==> src/rtl/regfile_pkg.sv <==
// Shared register-file writeback types and constants.
// Imported by the writeback arbiter and its round-robin sub-block.
package regfile_pkg;

    localparam int unsigned REG_ADDR_W = 5;
    localparam int unsigned NUM_REGS   = 32;
    localparam int unsigned XLEN       = 32;

    localparam logic [REG_ADDR_W-1:0] ZERO_REG = 5'd0;

    // Requester index: 0 is the ALU/immediate path, 1 is the load/memory path.
    typedef enum logic {
        REQ_ALU = 1'b0,
        REQ_MEM = 1'b1
    } wb_src_e;

    typedef struct packed {
        logic [REG_ADDR_W-1:0] addr;
        logic [XLEN-1:0]       data;
    } wb_req_t;

endpackage

==> src/rtl/rr_arbiter2.sv <==
// Two-way round-robin arbiter with a one-hot grant.
// The requester granted on the last contended cycle loses the next contention.
module rr_arbiter2
    import regfile_pkg::*;
(
    input  logic       clk,
    input  logic       rst,
    input  logic       en,
    input  logic [1:0] req,
    output logic [1:0] gnt
);

    wb_src_e rr_last_q;
    wb_src_e rr_last_d;

    always_comb begin
        gnt       = '0;
        rr_last_d = rr_last_q;
        if (en) begin
            if (req[0] && req[1]) begin
                // Priority only moves when there is actual contention.
                if (rr_last_q == REQ_MEM) begin
                    gnt[0]    = 1'b1;
                    rr_last_d = REQ_ALU;
                end else begin
                    gnt[1]    = 1'b1;
                    rr_last_d = REQ_MEM;
                end
            end else begin
                gnt = req;
            end
        end
    end

    always_ff @(posedge clk) begin
        if (rst) begin
            rr_last_q <= REQ_MEM;
        end else begin
            rr_last_q <= rr_last_d;
        end
    end

endmodule

==> src/rtl/regfile_wb_arbiter.sv <==
// Arbitrates two writeback requesters onto the register file's single write port
// through a one-entry registered stage that doubles as a forwarding tap.
module regfile_wb_arbiter
    import regfile_pkg::*;
#(
    parameter int unsigned DATA_WIDTH = 32,
    parameter int unsigned ADDR_WIDTH = 5
) (
    input  logic                  clk,
    input  logic                  rst,
    input  logic                  stall,
    input  logic                  req0_valid,
    input  logic [ADDR_WIDTH-1:0] req0_addr,
    input  logic [DATA_WIDTH-1:0] req0_data,
    output logic                  req0_ready,
    input  logic                  req1_valid,
    input  logic [ADDR_WIDTH-1:0] req1_addr,
    input  logic [DATA_WIDTH-1:0] req1_data,
    output logic                  req1_ready,
    output logic                  WE3,
    output logic [ADDR_WIDTH-1:0] A3,
    output logic [DATA_WIDTH-1:0] WD3,
    output logic                  fwd_valid,
    output logic [ADDR_WIDTH-1:0] fwd_addr,
    output logic [DATA_WIDTH-1:0] fwd_data
);

    logic [1:0]            gnt;
    logic                  arb_en;
    logic                  hs;
    logic [ADDR_WIDTH-1:0] sel_addr;
    logic [DATA_WIDTH-1:0] sel_data;

    logic                  we_q,   we_d;
    logic [ADDR_WIDTH-1:0] addr_q, addr_d;
    logic [DATA_WIDTH-1:0] data_q, data_d;

    // Nothing is accepted during reset, since the stage would discard it anyway.
    assign arb_en = ~stall & ~rst;

    rr_arbiter2 u_arb (
        .clk (clk),
        .rst (rst),
        .en  (arb_en),
        .req ({req1_valid, req0_valid}),
        .gnt (gnt)
    );

    assign req0_ready = gnt[0];
    assign req1_ready = gnt[1];

    always_comb begin
        hs       = gnt[0] | gnt[1];
        sel_addr = gnt[1] ? req1_addr : req0_addr;
        sel_data = gnt[1] ? req1_data : req0_data;

        we_d   = hs && (sel_addr != ADDR_WIDTH'(ZERO_REG));
        addr_d = addr_q;
        data_d = data_q;
        if (hs) begin
            addr_d = sel_addr;
            data_d = sel_data;
        end
    end

    always_ff @(posedge clk) begin
        if (rst) begin
            we_q   <= 1'b0;
            addr_q <= '0;
            data_q <= '0;
        end else begin
            we_q   <= we_d;
            addr_q <= addr_d;
            data_q <= data_d;
        end
    end

    // A staged write must not commit in the cycle reset arrives.
    assign WE3       = we_q & ~rst;
    assign A3        = addr_q;
    assign WD3       = data_q;
    assign fwd_valid = WE3;
    assign fwd_addr  = addr_q;
    assign fwd_data  = data_q;

endmodule
==> config.mk <==
export PLATFORM = sky130hd
export DESIGN_NAME = regfile_wb_arbiter
export DESIGN_NICKNAME = d
export VERILOG_FILES = /design/src/rtl/regfile_pkg.sv /design/src/rtl/rr_arbiter2.sv /design/src/rtl/regfile_wb_arbiter.sv
export SDC_FILE = /design/constraint.sdc
export NUM_CORES = 1
export LEC_CHECK = 0
export ABC_AREA = 1
export CAP_MARGIN = 10
export CORE_UTILIZATION = 37
export DETAILED_ROUTE_END_ITERATION = 10
export PLACE_DENSITY_LB_ADDON = 0.3
export SLEW_MARGIN = 5
export SYNTH_ARGS = -nofsm -noshare
export SYNTH_HDL_FRONTEND = slang
export SYNTH_HIERARCHICAL = 1
export SYNTH_SLANG_ARGS = --single-unit
==> constraint.sdc <==
create_clock -name clk -period 2.2 [get_ports clk]
set_input_delay 0.33 -clock clk [delete_from_list [all_inputs] [get_ports clk]]
set_output_delay 0.33 -clock clk [all_outputs]
set_load 0.05 [all_outputs]
==> results.cfg, run 1 <==
[outcome]
status = finished, final reports clean

[sta]
finalMaxSlewViolations = 0
layout_min_cycle_time_ns = 2.00
final.setup_skew_ns = 0.00295
fmax_mhz = 499
finalSetupViolCount = 0
min_period_over_period = 0.910
timing.slew.headroom = 0.501
rsz0062_at_grt = false
hold_violations = 0
worst_pin_slew_ns = 0.747

[logic_synthesis]
syn_area_per_cell_um2 = 6.34
syn_nets = 421
synth.distinct_cells = 15
netlist_area_um2 = 2170
seq_area_frac_synth = 0.360
yosys_register_bits = 39
ys.warnings.count = 6
syn_inst = 342

[clock_tree]
root_buffer = clkbuf_8
cts_sinks = 39
ctsResizeCount = 0
numCtsBuffers = 5
hold_buffers = 0
clk_latency_ns = 0.28
postCtsSetupRepairBufs = 0
cts_htree_levels = 2
cts_buffer_depth = 2
clk_pin_slew_ns = 0.07
cts_tree = built

[global_routing]
grt_max_degree = 43
grt_overflow = 0
track_usage = 0.197
grt_pass1_wl_um = 9650
grt_pass1_vias = 2255
antenna_found_initial = 0

[floorplanning]
fp-row-count = 27
initial_core_util = 0.389
floorplan.core_area_um2 = 5570
pin_count = 157
chipHeight_um = 78.6
die_area_um2 = 6170
die-width_um = 78.6

[routing]
vias = 2342
drt_first_pass_iters = 4
drt_iter0_drc = 53
remaining_drc_errors = 0
avgRoutedWirePerCell_um = 11.2
vias_per_cell = 4.43
wl_um = 5950
postRouteAntennaNets = 0

[setup_path]
crit_arrival_ns = 2.16
worst_path_largest_cell_delay_ns = 0.58
timing.rr.start = u_arb/rr_last_q$_SDFFE_PP1P_
cp_max_fo = 33
critPathBufInv = 3
crit_path_end_kind = register
cp_top_family = buffers and inverters
path_class = primary input to register
cp_cell_sequence = clkdlybuf4s50_1, inv_1, nor2_2, nor2_1, nor2_4, inv_2, o21ai_0, a21oi_1
startpoint = req1_valid
crit_slowest_cell = nor2_4
crit_required_ns = 2.36
critPathLaunchType = primary input

[final_layout]
fin_nets = 537
fin_util = 0.651
fillers = 511
drive_gt1_frac = 0.0503
finish.instance_area_um2 = 3630
diodes = 0
layout.cells.non_filler = 529
area_growth_syn_to_layout_pct = 67.2

[power_and_ir_drop]
power_w = 0.00189
p_per_area_nw_per_um2 = 520
irDropWorstVdd_v = 0.000254
total_leakage_power_nw = 1.73

[hold_path]
hold_class = register to register
worstHoldStart = A3[2]$_SDFFE_PP0P_

[place]
dp_cells = 523
io_buffers = 156
gp_congestion = 0.742
dpl-instance-area_um2 = 3550
hpwl_um = 4480

[flow_run]
cap_violations = 0
-- through the flow --
stage          setup slack, ns  setup TNS [ns]  hold WS [ns]
5_1_grt                 0.0228               0         0.560
2_1_floorplan            0.130               0         0.438
3_3_place_gp           -0.0428         -0.0886         0.523
6_report                 0.197               0         0.543
3_5_place_dp            -0.111          -0.435         0.536
4_1_cts                  0.184               0         0.546
-- logic make-up (layout without fill, tap and decap cells) --
family,Yosys count,after routing,synth area share
simple gates,188,188,0.356
flops,39,39,0.360
compound gates,13,13,0.0300
buf+inv,102,217,0.254
-- path summary, 6_finish.rpt --
kind | to | slack [ns] | cells past startpoint
max reg2reg | A3[4]$_SDFFE_PP0P_ | 0.41 | 6
min | A3[2]$_SDFFE_PP0P_ | 0.54 | 2
max | A3[4]$_SDFFE_PP0P_ | 0.20 | 8
min reg2reg | A3[2]$_SDFFE_PP0P_ | 0.54 | 2
-- Yosys cell counts --
cell	instances	area share
nand2_1	145	0.25
o21ai_1	6	0.014
nand3_1	34	0.078
inv_2	2	0.0035
o21ai_0	1	0.0023
buf_4	42	0.15
nor2_2	1	0.0029
nor2_1	5	0.0087
nand3_2	1	0.0046
buf_2	8	0.018
dfxtp_1	39	0.36
clkbuf_1	4	0.0069
inv_1	46	0.080
a21oi_1	6	0.014
nor2_4	2	0.010
-- area by class of cell --
cell class / instances / area, um^2 / share of cell area
multi-input combinational: 201 / 848 / 0.234
inverter: 48 / 180 / 0.0497
timing repair buffer: 163 / 1650 / 0.456
clock buffer: 6 / 72.6 / 0.0200
tap: 72 / 90.1 / 0.0248
sequential: 39 / 781 / 0.215
-- power breakdown --
part / switching (W) / internal [W] / total [W]
clock network: 0.000220 / 0.000211 / 0.000431
registers: 0.0000296 / 0.000743 / 0.000773
logic: 0.000392 / 0.000290 / 0.000682
total: 0.000642 / 0.00124 / 0.00189
-- worst min-delay path: stages, from the launching register on --
cell and delay [ns]:
dfxtp_1 0.33, o21ai_1 0.13, a21oi_1 0.04
-- state kept, by name (all words and copies together) (netlist names) --
name,flops
WD3,32
we_q,1
u_arb/rr_last_q,1
A3,5
-- metal layers --
metal / vias up / track usage / routed length, um
met1: 1023 / 0.197 / 2340
met2: 106 / 0.392 / 3060
li1: 1204 / - / -
met4: 0 / 0.0630 / 82
met3: 9 / 0.0477 / 468
met5: - / 0 / 0
-- cells in the final DEF, fill, tap and decap left out, drive strengths merged --
master	netlist	final
nor2	8	8
clkbuf	4	6
a21oi	6	6
inv	48	48
dfxtp	39	39
nand3	35	35
clkdlybuf4s50	0	152
o21ai	7	7
buf	50	11
nand2	145	145
No activity file was read; power rests on OpenSTA's default activity.
==> run 2, diff against run 1 <==
CORE_UTILIZATION = 35   (was 37)
PLACE_DENSITY = 0.81   (was not set)
PLACE_DENSITY_LB_ADDON = not set   (was 0.3)
clock period = 2.1 ns   (was 2.2 ns; I/O delays follow)
==> results.cfg, run 2 (same netlist as run 1, synthesis figures left out) <==
[final_layout]
drive_gt1_frac = 0.0670
finish.instance_area_um2 = 3740
fin_nets = 541
fillers = 542
layout_commonest_cell = clkdlybuf4s50_1
area_growth_syn_to_layout_pct = 72.7
diodes = 0
largest_register_ffs = 32
final_cell_mix = 152 x clkdlybuf4s50_1, 145 x nand2_1, 46 x inv_1, 39 x dfxtp_1, 34 x nand3_1

[sta]
finalMaxSlewViolations = 0
min_period_over_period = 0.937
timing.slew.headroom = 0.646
fin_setup_tns_ns = 0
fmax_mhz = 508
worst_pin_slew_ns = 0.529
layout_min_cycle_time_ns = 1.97
hold_violations = 0
rsz0062_at_grt = false
fin_ws_ns = 0.133
finalSetupViolCount = 0
final.setup_skew_ns = 0.00346

[power_and_ir_drop]
switching_share = 0.322
p_sw_w = 0.000701
intPower_w = 0.00148
irDropWorstVdd_v = 0.000294
total_leakage_power_nw = 1.78
power_w = 0.00218
clock_power_share = 0.294
p_per_area_nw_per_um2 = 581
pwr-share-comb = 0.335
pwr-share-seq = 0.371

[clock_tree]
clk_pin_slew_ns = 0.07
cts_htree_levels = 2
cts_tree = built
cts_sinks = 39
hold_buffers = 0
root_buffer = clkbuf_8
postCtsSetupRepairBufs = 0
numCtsBuffers = 5
cts_buffer_depth = 2
clk_latency_ns = 0.28

[floorplanning]
die-width_um = 80.7
chipHeight_um = 80.7
fp-row-count = 28
floorplan.core_area_um2 = 5960
initial_core_util = 0.364
die_area_um2 = 6510
pin_count = 157

[setup_path]
r2r_end = we_q$_SDFF_PP0_
timing.rr.start = u_arb/rr_last_q$_SDFFE_PP1P_
crit_path_end_kind = output pin
ff2ff_path_depth = 7
path_class = primary input to output pin
crit_required_ns = 1.78
crit_arrival_ns = 1.65
r2r_slack_ns = 0.72
cp_max_fo = 18
critPathLaunchType = primary input

[global_routing]
grt_max_degree = 19
grt_pass1_vias = 2277
antenna_found_initial = 0
grt_overflow = 0
track_usage = 0.194
grt_pass1_wl_um = 9830

[hold_path]
hold_depth = 2
holdPathEnd = A3[1]$_SDFFE_PP0P_
worstHoldStart = A3[1]$_SDFFE_PP0P_
hold_class = register to register

[routing]
drt-met1-wl_um = 2400
postRouteAntennaNets = 0
avgRoutedWirePerCell_um = 11.6
wl_met3_um = 552
vias_per_cell = 4.43
drt_first_pass_iters = 4
vias = 2385
remaining_drc_errors = 0
top_layer = met4
wl_met2_um = 3270
drt_iter0_drc = 72
wl_um = 6240

[flow_run]
cap_violations = 0

[place]
gp_congestion = 0.781
pre_cts_ws_ns = 0.0438
dpl-instance-area_um2 = 3620
io_buffers = 156
hpwl_um = 4930

[outcome]
status = finished, final reports clean
==> run 2: changes by cell type in the layout (fill, tap and decap cells not counted), sizes merged <==
| cell | previous run | this run |
|---|---|---|
| clkinv | 0 | 1 |
| buf | 11 | 15 |
| bufinv | 0 | 1 |
==> run 2: stage by stage <==
stage	hold slack, ns	utilization	cells
6_report	0.557	0.629	538
5_1_grt	0.581	0.629	538
4_1_cts	0.565	0.628	538
3_5_place_dp	0.544	0.609	530
3_3_place_gp	0.524	0.609	530
2_1_floorplan	0.423	-	342
==> run 2: what timing repair did <==
action | 4_1_cts | 5_1_grt
endpoints found under the setup margin | 0 | 1
hold endpoints to repair | 0 | 0
resized for setup | 0 | 1
==> run 2: worst max path at each step <==
stage | to | start | slack, ns | cells past startpoint
finish | req1_ready | rst | 0.13 | 6
global route | req1_ready | rst | 0.04 | 6
CTS | req1_ready | rst | 0.12 | 6
detailed placement | we_q$_SDFF_PP0_ | rst | 0.04 | 10
global placement | we_q$_SDFF_PP0_ | rst | 0.08 | 10
floorplan | WD3[0]$_SDFFE_PP0P_ | rst | 0.04 | 10
==> run 2: power by group through the flow <==
stage	Combinational, W	Clock (W)	Sequential (W)
after floorplan	0.000318	0	0.000948
after global placement	0.000725	0	0.000824
after detailed placement	0.000732	0	0.000826
after CTS	0.000734	0.000653	0.000809
after global routing	0.000774	0.000692	0.000813
final	0.000729	0.000640	0.000808
==> run 2: cell type report <==
class / count / area (um^2) / area share
Clock buffer: 6 / 82.6 / 0.0221
Clock inverter: 2 / 35.0 / 0.00936
Inverter: 48 / 180 / 0.0481
Multi-Input combinational cell: 201 / 851 / 0.227
Sequential cell: 39 / 781 / 0.208
Tap cell: 75 / 93.8 / 0.0251
Timing Repair Buffer: 167 / 1720 / 0.460
==> run 2: layer usage <==
layer,vias to the layer above,GRT usage
li1,1217,-
met1,1070,0.195
met2,96,0.386
met3,2,0.0625
met4,0,0.0393
met5,-,0
==> run 2: worst max-delay path, stage by stage <==
cell and delay [ns]:
clkdlybuf4s50_1 0.42, nor2_1 0.19, nand2_1 0.12, a21oi_4 0.26, buf_12 0.20, buf_12 0.14
==> run 3, diff against run 2 <==
CELL_PAD_IN_SITES_DETAIL_PLACEMENT = 0   (was not set)
CELL_PAD_IN_SITES_GLOBAL_PLACEMENT = 2   (was not set)
CORE_UTILIZATION = 16   (was 35)
PLACE_DENSITY = not set   (was 0.81)
PLACE_DENSITY_LB_ADDON = 0.1   (was not set)
SLEW_MARGIN = not set   (was 5)
==> results.cfg, run 3 (same netlist as run 1, synthesis figures left out) <==
[clock_tree]
cts_tree = built
cts_buffer_depth = 2
clk_pin_slew_ns = 0.06
cts_htree_levels = 2
root_buffer = clkbuf_16
clk_latency_ns = 0.29
cts_sinks = 39
numCtsBuffers = 5
postCtsSetupRepairBufs = 0

[floorplanning]
die_area_um2 = 14000
fp-row-count = 42
floorplan.core_area_um2 = 13200
pin_count = 157
chipHeight_um = 118
die-width_um = 118
initial_core_util = 0.164

[final_layout]
largest_register_ffs = 32
fin_nets = 539
fillers = 1462
area_growth_syn_to_layout_pct = 79.8
finish.instance_area_um2 = 3900
drive_gt1_frac = 0.0629
final_cell_mix = 152 x clkdlybuf4s50_1, 145 x nand2_1, 46 x inv_1, 39 x dfxtp_1, 34 x nand3_1
layout_commonest_cell = clkdlybuf4s50_1
diodes = 0

[place]
gp_congestion = 0.691
hpwl_um = 5350
dpl-instance-area_um2 = 3720
io_buffers = 156
pre_cts_ws_ns = -0.382

[routing]
postRouteAntennaNets = 0
avgRoutedWirePerCell_um = 12.2
drt_first_pass_iters = 5
vias_per_cell = 3.63
remaining_drc_errors = 0
drt_iter0_drc = 97
wl_um = 7780
vias = 2312

[flow_run]
cap_violations = 0

[setup_path]
crit_slowest_cell = clkdlybuf4s50_1
path_class = primary input to output pin
cp_cell_sequence = clkdlybuf4s50_1, nor2_2, nand2_1, a21oi_4, buf_12, buf_12
crit_top_cell = buf_12
crit_path_end_kind = output pin
cp_max_fo = 27
crit_arrival_ns = 1.64
ff2ff_path_depth = 7
critPathLaunchType = primary input
worst_path_largest_cell_delay_ns = 0.43
crit_required_ns = 1.78

[sta]
hold_violations = 0
worst_pin_slew_ns = 0.879
final.setup_skew_ns = 0.00604
rsz0062_at_grt = false
fmax_mhz = 512
layout_min_cycle_time_ns = 1.95
timing.slew.headroom = 0.413
finalMaxSlewViolations = 0
finalSetupViolCount = 0
fin_ws_ns = 0.147
min_period_over_period = 0.930

[global_routing]
grt_pass1_vias = 2248
track_usage = 0.109
grt_max_degree = 34
grt_overflow = 0
grt_pass1_wl_um = 11600
antenna_found_initial = 0

[outcome]
status = finished, final reports clean

[hold_path]
hold_class = register to register
hold_depth = 2

[power_and_ir_drop]
irDropWorstVdd_v = 0.000234
total_leakage_power_nw = 1.79
p_per_area_nw_per_um2 = 604
run 3: cell types whose count changed in the layout (fill, tap and decap cells not counted), sizes merged:
cell    change
clkinv      -1
nor2        +1
buf         -3
clkbuf      +2
bufinv      -1
run 3: worst paths after layout:
path                                     start  slack (ns)                           end
setup / recovery                           rst        0.15                    req1_ready
setup reg to reg  u_arb/rr_last_q$_SDFFE_PP1P_        0.40          WD3[14]$_SDFFE_PP0P_
hold / removal    u_arb/rr_last_q$_SDFFE_PP1P_        0.54  u_arb/rr_last_q$_SDFFE_PP1P_
hold reg to reg   u_arb/rr_last_q$_SDFFE_PP1P_        0.54  u_arb/rr_last_q$_SDFFE_PP1P_
run 3: metrics by stage:
| step | setup TNS, ns | total power, W | hold slack, ns | util | instances |
|---|---|---|---|---|---|
| after detailed placement | -5.74 | 0.00156 | 0.540 | 0.281 | 628 |
| after floorplan | 0 | 0.00127 | 0.423 | - | 342 |
| after global routing | 0 | 0.00247 | 0.582 | 0.294 | 637 |
| after CTS | 0 | 0.00241 | 0.549 | 0.293 | 636 |
| after global placement | -4.44 | 0.00156 | 0.536 | 0.281 | 628 |
| final | 0 | 0.00235 | 0.541 | 0.294 | 637 |
run 3: layout make-up:
type / count / area (um^2) / area share
repair buffers: 164 / 1700 / 0.436
flip-flops and latches: 39 / 781 / 0.200
clock buffers: 8 / 156 / 0.0401
well taps: 176 / 220 / 0.0565
multi-input cells: 202 / 860 / 0.220
inverters: 48 / 183 / 0.0469
run 3: repair_timing:
action | 4_1_cts | 5_1_grt
hold buffers | 0 | 0
pin swaps | 0 | 1
endpoints found under the setup margin | 5 | 30
gates cloned | 0 | 1
gates resized for setup | 1 | 5
run 3: routing by layer:
metal	GRT usage	routed length, um
met5	0	0
met2	0.188	3770
met4	0.0372	98
met1	0.125	3340
met3	0.0381	574
run 3: critical path, delay by kind of cell:
family	cells	cell delay (ns)
buf+inv	3	0.83
simple gates	2	0.25
compound gates	1	0.24
run 3: report_power, final:
| group | total [W] | internal [W] | switching [W] |
|---|---|---|---|
| registers | 0.000811 | 0.000779 | 0.0000320 |
| clock network | 0.000812 | 0.000506 | 0.000306 |
| logic | 0.000732 | 0.000310 | 0.000422 |
